## config.mk

```make
export PLATFORM = sky130hd
export DESIGN_NAME = estacao_reserva_flat
export DESIGN_NICKNAME = d
export VERILOG_FILES = /design/src/rtl/estacao_reserva_if.sv /design/src/rtl/estacao_reserva.sv /design/src/flat_wrapper.sv
export SDC_FILE = /design/constraint.sdc
export NUM_CORES = 1
export LEC_CHECK = 0
export CORE_UTILIZATION = 30
export DETAILED_ROUTE_END_ITERATION = 8
export SYNTH_ARGS = -nofsm -noshare
export SYNTH_HDL_FRONTEND = slang
export SYNTH_SLANG_ARGS = --single-unit
```

## constraint.sdc

```tcl
create_clock -name clock -period 9.7 [get_ports clock]
set_clock_uncertainty 0.15 [all_clocks]
set_input_delay 0.97 -clock clock [delete_from_list [all_inputs] [get_ports clock]]
set_output_delay 0.97 -clock clock [all_outputs]
set_load 0.02 [all_outputs]
```

## src/rtl/estacao_reserva_if.sv

```systemverilog
// Reservation-station bundle: issue port, CDB snoop port and the
// functional-unit dispatch handshake (fu_iIn offer / fu_disponivel idle).
//   master : the reservation station side (drives issue_ready, illegal_op,
//            occupancy and the fu_* offer)
//   slave  : the environment side (issue logic, CDB and the functional unit)
interface estacao_reserva_if #(
  parameter int TAGW  = 3,
  parameter int DATAW = 16
);
  // issue
  logic             issue_valid;
  logic [DATAW-1:0] issue_instruction;
  logic [TAGW-1:0]  issue_tag;
  logic [DATAW-1:0] issue_Vj;
  logic [DATAW-1:0] issue_Vk;
  logic [TAGW-1:0]  issue_Qj;
  logic [TAGW-1:0]  issue_Qk;
  logic             issue_ready;
  logic             illegal_op;
  // common data bus
  logic             cdb_valid;
  logic [TAGW-1:0]  cdb_tag;
  logic [DATAW-1:0] cdb_value;
  // functional unit dispatch
  logic             fu_disponivel;
  logic             fu_iIn;
  logic [DATAW-1:0] fu_instruction;
  logic [TAGW-1:0]  fu_tag;
  logic [DATAW-1:0] fu_R2;
  logic [DATAW-1:0] fu_R1;
  // status
  logic [3:0]       occupancy;

  modport master (
    input  issue_valid, issue_instruction, issue_tag, issue_Vj, issue_Vk,
           issue_Qj, issue_Qk, cdb_valid, cdb_tag, cdb_value, fu_disponivel,
    output issue_ready, illegal_op, fu_iIn, fu_instruction, fu_tag,
           fu_R2, fu_R1, occupancy
  );

  modport slave (
    output issue_valid, issue_instruction, issue_tag, issue_Vj, issue_Vk,
           issue_Qj, issue_Qk, cdb_valid, cdb_tag, cdb_value, fu_disponivel,
    input  issue_ready, illegal_op, fu_iIn, fu_instruction, fu_tag,
           fu_R2, fu_R1, occupancy
  );
endinterface

```

## src/rtl/estacao_reserva.sv

```systemverilog
// Reservation station for the Tomasulo core.
// Holds DEPTH issued instructions, snoops the CDB for missing operands and
// offers the lowest-index ready entry to one functional unit.
// Ports:
//   clock      rising-edge clock
//   reset      asynchronous active-high reset
//   bus        estacao_reserva_if.master (issue, CDB, FU dispatch, occupancy)

// One reservation-station entry. Tag 0 means "operand present".
module estacao_reserva_entrada #(
  parameter int TAGW  = 3,
  parameter int DATAW = 16
) (
  input  logic             clock,
  input  logic             reset,
  input  logic             wr,
  input  logic             free,
  input  logic [DATAW-1:0] in_op,
  input  logic [TAGW-1:0]  in_tag,
  input  logic [DATAW-1:0] in_vj,
  input  logic [DATAW-1:0] in_vk,
  input  logic [TAGW-1:0]  in_qj,
  input  logic [TAGW-1:0]  in_qk,
  input  logic             cdb_valid,
  input  logic [TAGW-1:0]  cdb_tag,
  input  logic [DATAW-1:0] cdb_value,
  output logic             busy,
  output logic             ready,
  output logic [DATAW-1:0] op,
  output logic [TAGW-1:0]  tag,
  output logic [DATAW-1:0] vj,
  output logic [DATAW-1:0] vk
);
  logic [TAGW-1:0] qj, qk;
  logic            cdb_live;

  assign cdb_live = cdb_valid && (cdb_tag != '0);
  assign ready    = busy && (qj == '0) && (qk == '0);

  always_ff @(posedge clock or posedge reset) begin
    if (reset) begin
      busy <= 1'b0;
      op   <= '0;
      tag  <= '0;
      vj   <= '0;
      vk   <= '0;
      qj   <= '0;
      qk   <= '0;
    end else if (wr) begin
      busy <= 1'b1;
      op   <= in_op;
      tag  <= in_tag;
      // same-cycle broadcast of the producer is captured here, else lost
      if (cdb_live && in_qj == cdb_tag) begin
        vj <= cdb_value;
        qj <= '0;
      end else begin
        vj <= in_vj;
        qj <= in_qj;
      end
      if (cdb_live && in_qk == cdb_tag) begin
        vk <= cdb_value;
        qk <= '0;
      end else begin
        vk <= in_vk;
        qk <= in_qk;
      end
    end else if (free) begin
      busy <= 1'b0;
    end else if (busy && cdb_live) begin
      if (qj == cdb_tag) begin
        vj <= cdb_value;
        qj <= '0;
      end
      if (qk == cdb_tag) begin
        vk <= cdb_value;
        qk <= '0;
      end
    end
  end
endmodule

module estacao_reserva #(
  parameter int DEPTH = 3,
  parameter int TAGW  = 3,
  parameter int DATAW = 16
) (
  input  logic               clock,
  input  logic               reset,
  estacao_reserva_if.master  bus
);
  localparam int IW = (DEPTH > 1) ? $clog2(DEPTH) : 1;

  typedef enum logic {IDLE, OFFER} st_t;

  st_t                          state;
  logic [DEPTH-1:0]             busy, ready, wr, free;
  logic [DEPTH-1:0][DATAW-1:0]  e_op, e_vj, e_vk;
  logic [DEPTH-1:0][TAGW-1:0]   e_tag;
  logic                         has_free, has_ready, op_legal, accept;
  logic [IW-1:0]                free_idx, rdy_idx, sel_q;
  logic [3:0]                   occ;

  logic             iin_q, ill_q;
  logic [DATAW-1:0] instr_q, r2_q, r1_q;
  logic [TAGW-1:0]  tag_q;

  // lowest-index free and ready entries (descending scan keeps the lowest)
  always_comb begin
    has_free  = 1'b0;
    free_idx  = '0;
    has_ready = 1'b0;
    rdy_idx   = '0;
    occ       = '0;
    for (int i = DEPTH - 1; i >= 0; i--) begin
      if (!busy[i]) begin
        has_free = 1'b1;
        free_idx = IW'(i);
      end
      if (ready[i]) begin
        has_ready = 1'b1;
        rdy_idx   = IW'(i);
      end
      occ = occ + {3'b000, busy[i]};
    end
  end

  always_comb begin
    case (bus.issue_instruction[3:0])
      4'h0, 4'h1, 4'h4, 4'h5: op_legal = 1'b1;
      default:                op_legal = 1'b0;
    endcase
  end

  assign accept = bus.issue_valid && has_free && op_legal;

  for (genvar i = 0; i < DEPTH; i++) begin : g_ent
    assign wr[i]   = accept && (free_idx == IW'(i));
    // the unit samples the offer at the edge where it reports idle
    assign free[i] = (state == OFFER) && bus.fu_disponivel && (sel_q == IW'(i));

    estacao_reserva_entrada #(.TAGW(TAGW), .DATAW(DATAW)) u_ent (
      .clock     (clock),
      .reset     (reset),
      .wr        (wr[i]),
      .free      (free[i]),
      .in_op     (bus.issue_instruction),
      .in_tag    (bus.issue_tag),
      .in_vj     (bus.issue_Vj),
      .in_vk     (bus.issue_Vk),
      .in_qj     (bus.issue_Qj),
      .in_qk     (bus.issue_Qk),
      .cdb_valid (bus.cdb_valid),
      .cdb_tag   (bus.cdb_tag),
      .cdb_value (bus.cdb_value),
      .busy      (busy[i]),
      .ready     (ready[i]),
      .op        (e_op[i]),
      .tag       (e_tag[i]),
      .vj        (e_vj[i]),
      .vk        (e_vk[i])
    );
  end

  // Dispatch FSM. Readiness comes from registered entry state, so an entry
  // issued or woken at an edge is only offered from the following edge.
  always_ff @(posedge clock or posedge reset) begin
    if (reset) begin
      state   <= IDLE;
      iin_q   <= 1'b0;
      instr_q <= DATAW'(16'h000F);
      tag_q   <= '0;
      r2_q    <= '0;
      r1_q    <= '0;
      sel_q   <= '0;
      ill_q   <= 1'b0;
    end else begin
      // rejected only when the issue would otherwise have been taken
      ill_q <= bus.issue_valid && has_free && !op_legal;
      case (state)
        IDLE: begin
          if (bus.fu_disponivel && has_ready) begin
            state   <= OFFER;
            iin_q   <= 1'b1;
            sel_q   <= rdy_idx;
            instr_q <= e_op[rdy_idx];
            tag_q   <= e_tag[rdy_idx];
            r2_q    <= e_vj[rdy_idx];
            r1_q    <= e_vk[rdy_idx];
          end
        end
        OFFER: begin
          if (bus.fu_disponivel) begin
            state <= IDLE;
            iin_q <= 1'b0;
          end
        end
        default: begin
          state <= IDLE;
          iin_q <= 1'b0;
        end
      endcase
    end
  end

  assign bus.issue_ready    = has_free;
  assign bus.illegal_op     = ill_q;
  assign bus.fu_iIn         = iin_q;
  assign bus.fu_instruction = instr_q;
  assign bus.fu_tag         = tag_q;
  assign bus.fu_R2          = r2_q;
  assign bus.fu_R1          = r1_q;
  assign bus.occupancy      = occ;
endmodule

```

## src/flat_wrapper.sv

```systemverilog
// flat-port wrapper written by rule: the top's interface ports become plain ports
module estacao_reserva_flat 
#(
  parameter int DEPTH = 3,
  parameter int TAGW  = 3,
  parameter int DATAW = 16
)
  (clock, reset, bus_issue_valid, bus_issue_instruction, bus_issue_tag, bus_issue_Vj, bus_issue_Vk, bus_issue_Qj, bus_issue_Qk, bus_cdb_valid, bus_cdb_tag, bus_cdb_value, bus_fu_disponivel, bus_issue_ready, bus_illegal_op, bus_fu_iIn, bus_fu_instruction, bus_fu_tag, bus_fu_R2, bus_fu_R1, bus_occupancy);
  estacao_reserva_if #(.TAGW(TAGW), .DATAW(DATAW)) bus_i ();
  input  logic clock;
  input  logic reset;
  input wire logic [$bits(bus_i.issue_valid)-1:0] bus_issue_valid;
  input wire logic [$bits(bus_i.issue_instruction)-1:0] bus_issue_instruction;
  input wire logic [$bits(bus_i.issue_tag)-1:0] bus_issue_tag;
  input wire logic [$bits(bus_i.issue_Vj)-1:0] bus_issue_Vj;
  input wire logic [$bits(bus_i.issue_Vk)-1:0] bus_issue_Vk;
  input wire logic [$bits(bus_i.issue_Qj)-1:0] bus_issue_Qj;
  input wire logic [$bits(bus_i.issue_Qk)-1:0] bus_issue_Qk;
  input wire logic [$bits(bus_i.cdb_valid)-1:0] bus_cdb_valid;
  input wire logic [$bits(bus_i.cdb_tag)-1:0] bus_cdb_tag;
  input wire logic [$bits(bus_i.cdb_value)-1:0] bus_cdb_value;
  input wire logic [$bits(bus_i.fu_disponivel)-1:0] bus_fu_disponivel;
  output wire logic [$bits(bus_i.issue_ready)-1:0] bus_issue_ready;
  output wire logic [$bits(bus_i.illegal_op)-1:0] bus_illegal_op;
  output wire logic [$bits(bus_i.fu_iIn)-1:0] bus_fu_iIn;
  output wire logic [$bits(bus_i.fu_instruction)-1:0] bus_fu_instruction;
  output wire logic [$bits(bus_i.fu_tag)-1:0] bus_fu_tag;
  output wire logic [$bits(bus_i.fu_R2)-1:0] bus_fu_R2;
  output wire logic [$bits(bus_i.fu_R1)-1:0] bus_fu_R1;
  output wire logic [$bits(bus_i.occupancy)-1:0] bus_occupancy;
  assign bus_i.issue_valid = bus_issue_valid;
  assign bus_i.issue_instruction = bus_issue_instruction;
  assign bus_i.issue_tag = bus_issue_tag;
  assign bus_i.issue_Vj = bus_issue_Vj;
  assign bus_i.issue_Vk = bus_issue_Vk;
  assign bus_i.issue_Qj = bus_issue_Qj;
  assign bus_i.issue_Qk = bus_issue_Qk;
  assign bus_i.cdb_valid = bus_cdb_valid;
  assign bus_i.cdb_tag = bus_cdb_tag;
  assign bus_i.cdb_value = bus_cdb_value;
  assign bus_i.fu_disponivel = bus_fu_disponivel;
  assign bus_issue_ready = bus_i.issue_ready;
  assign bus_illegal_op = bus_i.illegal_op;
  assign bus_fu_iIn = bus_i.fu_iIn;
  assign bus_fu_instruction = bus_i.fu_instruction;
  assign bus_fu_tag = bus_i.fu_tag;
  assign bus_fu_R2 = bus_i.fu_R2;
  assign bus_fu_R1 = bus_i.fu_R1;
  assign bus_occupancy = bus_i.occupancy;
  estacao_reserva #(.DEPTH(DEPTH), .TAGW(TAGW), .DATAW(DATAW)) u_core (.clock(clock), .reset(reset), .bus(bus_i));
endmodule
```

# == Yosys cells after proc, flatten, opt, wreduce, memory -nomap -nowiden ==
# Cells that the tools add are included.
# word_totals
regBits,230
input_bits,81
word_cells,193
# classes
n_addsub,2
order_cmp,1
n_eq_ne,20
muxes,85
bitwise_logic,1
n_reduce_logical,55
# ops
op,count
$mux 16,29
$bmux 16 s2,3
$mux 3,27
$eq 3x3->1,8
$reduce_bool 2->1,12
$logic_and 1x1->1,23
$logic_not 3->1,6
$reduce_and 3->1,6
$mux 1,17
$mux 2,6
$eq 4x3->1 const B,2
$ne 2x2->1 const B,4
$bmux 3 s2,1
$add 4x1->4,1
$eq 2x1->1 const B,2
$eq 2x2->1 const B,2
$eq 4x1->1 const B,1
$logic_not 2->1,2
$logic_not 4->1,1
$pmux 1 s2,2
$reduce_and 2->1,2
$reduce_or 4->1,1
$lt 2x3->1 const B,1
$reduce_bool 3->1,1
other kinds (4),4

# == Logic depth before layout (Yosys ltp) ==
# logic_depth
word_depth,9
mapped_depth,9
ltp_nobuf,7

# == Hierarchy ==
# Synthesis repeated with hierarchy kept, for this count alone.
# unflattened
cells_unflattened,1200
hier_area_um2,13210.2
# by_module_without_submodules
module,n_inst,cells_each,area_each_um2,seq_area_each_um2
estacao_reserva_entrada,3,254,3019.1,1451.4
estacao_reserva,1,438,4152.7,1406.3

# == Least setup slack after synthesis ==
# OpenSTA, ideal clock, no wires.
# synth_timing
path_type,input to register
start,input bus_cdb_tag[0]
end,register u_core.g_ent[0].u_ent.vj[0]
setup_ns,0.123
arrival_ns,2.417
path_slack_ns,7.010
cell_stages,8
path_buffers,3
cell_sequence,buf_4 o31a_1 buf_2 and4_1 and2b_2 buf_2 nand2b_1 o221a_1
# synth_via
elab_chain_cells,5
word_cells_on_any_way,11
classes_between,2 x eq/ne; 2 x mux; 7 x reduce/logical
# synth_lines
element,line,source
start: declaration,flat_wrapper.sv:20,input wire logic [$bits(bus_i.cdb_tag)-1:0] bus_cdb_tag;
$reduce_bool 3->1,estacao_reserva.sv:37,assign cdb_live = cdb_valid && (cdb_tag != '0);
$logic_and 1x1->1,estacao_reserva.sv:37,
$logic_and 1x1->1 (on tied branches),"estacao_reserva.sv:70, estacao_reserva.sv:54",
$reduce_bool 2->1 (no line) / $mux 16 (equally long branches),-,
$reduce_and 3->1 (no line) / $mux 16 (equally long branches),-,
end signal: assignment,estacao_reserva.sv:55,vj <= cdb_value;
end signal: assignment,estacao_reserva.sv:58,vj <= in_vj;
end signal: assignment,estacao_reserva.sv:72,vj <= cdb_value;
end: declaration,estacao_reserva.sv:31,"output logic [DATAW-1:0] vj,"
# Parallel ways exist; a longest one is shown, timed or not.
# A chain may end at the register's enable or synchronous reset.

# == Final worst setup path ==
# layout_timing
start,input bus_cdb_tag[1]
end,register u_core.g_ent[0].u_ent.vj[12]
# The elaborated chain is that of the path after synthesis.

==> qor.txt <==
Placeable Area: 34,500 µm²
share of cells above drive strength 1: 9.57%
Tot Pwr: 4.39 mW
clk buf depth: 3
global-route wire length before repair: 53,200 µm
DP Cell Count: 1,550
CP arrival: 4.29 ns
Placed Area: 12,200 µm²
final wirelength: 34,200 µm
most frequent cell after synthesis: dfrtp_1
CTS buffer count: 24
GRT Residual Overflow: 0
Fin. Hold Viols: 0
Data required, critical path: 10.00 ns
depth of the most critical reg-to-reg path: 7
minimum clock period: 4.00 ns
crit path capture type: flip-flop
VDD IR max: 151 µV
clk_lat worst skew: 0.52 ns
Critical Path Fanout Max: 38
Setup violations, final: 0
Finished Cell Area: 13,000 µm²
unique cell type count in the Yosys netlist: 57
maximum number of pins on one net before global-route repair: 123
Setup Fix Bufs, Post-CTS: 0
syn_nets: 1,101
worst min path class: flip-flop to flip-flop
TritonCTS Sinks: 230
Cell Area, Synth: 10,500 µm²
Max Cap Viol: 0
RSZ-0062 raised after global routing: false
Die W: 189 µm
startpoint types: primary input
Ports: 139
CTS root buffer: clkbuf_16
vias in the first global route: 8,817
Leak: 5.28 nW
Pre-Repair DR Iteration Count: 7
hold buffer count at cts: 0
FF-to-FF End: u_core.bus.fu_R2[11]
fin cells: 1,594
Post-CTS Resized: 0
largest cells by area after synthesis: dfrtp_1, o22ai_1, nand2_1, a21oi_1, o221ai_1
initial DRC count: 685
Mapped Cells: 1,014
# DRC: 0
synth-to-layout area growth: 23.9%
die area: 35,700 µm²
initial antenna violation count: 0
outcome: finished clean
Detail Route Antenna Nets: 0
routed vias: 8,616
total track usage: 19.3%
final RePlAce weighted congestion: 0.874
Slew Limit Headroom: 15.8%
Register-to-Register Setup Slack: 5.86 ns
Period Utilization, post-route: 41.2%
YS warnings: 0
Post-Syn Area per Cell: 10.3 µm²
prevailing post-synth register cell: dfrtp_1
hpwl dp: 21,100 µm
most instantiated cells after synthesis: dfrtp_1, nand2_1, o22ai_1, a21oi_1
FP Rows: 68
Clock Pin Slew Worst Setup and Hold Paths: 0.06 ns
Max Slew Vio Count: 0
Ant. Diodes: 0
final setup TNS: 0 ns
Final #Nets: 1,208
Vias per Instance: 5.41
Avg WL per Cell: 21.4 µm
WHS: 0.316 ns
worst hold start: u_core.g_ent[2].u_ent.op[10]
dominant cell type by area after synthesis: dfrtp_1
synthesized flop and latch total: 230
share of the synthesized area in the top cell type: 54.0%
CP Class: primary input to flip-flop
count of input and output buffers: 137
Hold Crit Depth: 2
Initial Util: 30.4%
Hold Path End: u_core.g_ent[2].u_ent.op[10]
Reg2Reg Launch Point: u_core.g_ent[1].u_ent.qk[0]
Max Freq: 0.250 GHz
Worst-Margin Slew: 1.24 ns
sequential fraction of the synthesis area: 55.0%
Die H: 189 µm
number of synthesized flops with an enable pin: 0
CTS tree: done
Pwr Density: 338 nW/µm²
asr flop ratio synth: 100%
H-tree depth: 1
[power by group]
part | switching [mW] | leakage [nW] | total, mW | internal, mW
sequential | 0.306 | 2.67 | 1.74 | 1.43
combinational | 0.962 | 2.22 | 1.74 | 0.774
clock | 0.391 | 0.391 | 0.912 | 0.521
[worst max path at each step]
stage,slack [ns],start,cells after the start,end
2_1_floorplan,2.28,reset,1,u_core.bus.fu_R1[0]
4_1_cts,5.76,bus_cdb_tag[1],7,u_core.g_ent[0].u_ent.vj[12]
3_5_place_dp,5.22,bus_cdb_tag[1],7,u_core.g_ent[0].u_ent.vj[11]
3_3_place_gp,5.27,bus_cdb_tag[0],7,u_core.g_ent[0].u_ent.vj[15]
6_report,5.70,bus_cdb_tag[1],7,u_core.g_ent[0].u_ent.vj[12]
5_1_grt,5.47,bus_cdb_tag[0],7,u_core.g_ent[0].u_ent.vj[8]
[critical path: stages]
cell	delay (ns)
clkdlybuf4s50_1	0.85
o31a_1	0.21
buf_4	0.45
o311ai_1	0.26
nor4_1	0.47
or2_1	0.76
o221a_2	0.30
[cell families after synthesis]
logic type	Yosys count	share of synthesized area, %
AND/OR/NAND/NOR	295	13.8
buffers and inverters	131	5.60
XOR/XNOR	24	2.01
flip-flops	230	55.0
adder cells (fa/ha/maj)	6	0.788
AO/OA/AOI/OAI	308	20.8
multiplexers	19	2.05
other	1	0.0358
[sequential cells by signal, indices dropped and copies added, names as in the netlist]
signal and count:
u_core.g_ent.u_ent.op 48, u_core.g_ent.u_ent.vj 48, u_core.g_ent.u_ent.vk 48, u_core.bus.fu_R1 16, u_core.bus.fu_R2 16, u_core.bus.fu_instruction 16, u_core.g_ent.u_ent.qj 9, u_core.g_ent.u_ent.qk 9
u_core.g_ent.u_ent.tag 9, u_core.bus.fu_tag 3, u_core.g_ent.u_ent.busy 3, u_core.sel_q 2, u_core.bus.fu_iIn 1, u_core.bus.illegal_op 1, u_core.state 1
[layout make-up]
class / instances / area [µm²]
Fill cell: 3405 / 21500
Sequential cell: 230 / 5760
Multi-Input combinational cell: 653 / 4160
Timing Repair Buffer: 155 / 1510
Clock buffer: 31 / 678
Tap cell: 455 / 569
Inverter: 57 / 221
Clock inverter: 13 / 96.3
[per-layer routing]
metal  vias up  GRT usage (%)  wire length, µm
met2       376           30.0            15400
met3        60           3.26             2370
met5         -              0                0
met1      4284           26.9            15400
li1       3896              -                -
met4         0           6.79             1090
[per-stage QoR]
step	setup WS [ns]	util, %
4_1_cts	5.76	37.7
2_1_floorplan	2.28	-
3_5_place_dp	5.22	35.4
5_1_grt	5.47	37.7
6_report	5.70	37.7
3_3_place_gp	5.27	35.4
[layout by cell type, fill, tap and decap left out, drive strengths merged, types with 2 or more instances in the layout]
master,instances
dfrtp,226
clkdlybuf4s50,137
nand2,110
o22ai,80
a21oi,73
inv,57
nor2,57
or3,38
o221ai,38
nand2b,34
a31oi,34
o221a,32
clkbuf,31
xnor2,18
buf,18
mux2,17
o21ai,17
nor3,15
a211oi,13
o22a,13
nand3,11
clkinv,11
xor2,6
and2,6
ha,5
dfstp,4
nand4b,4
nor4,3
o31ai,3
or2,3
or3b,2
nand4,2
nor3b,2
nor4b,2
and3,2
nor2b,2
mux2i,2
Note: power is estimated with default switching activity, not from simulation.
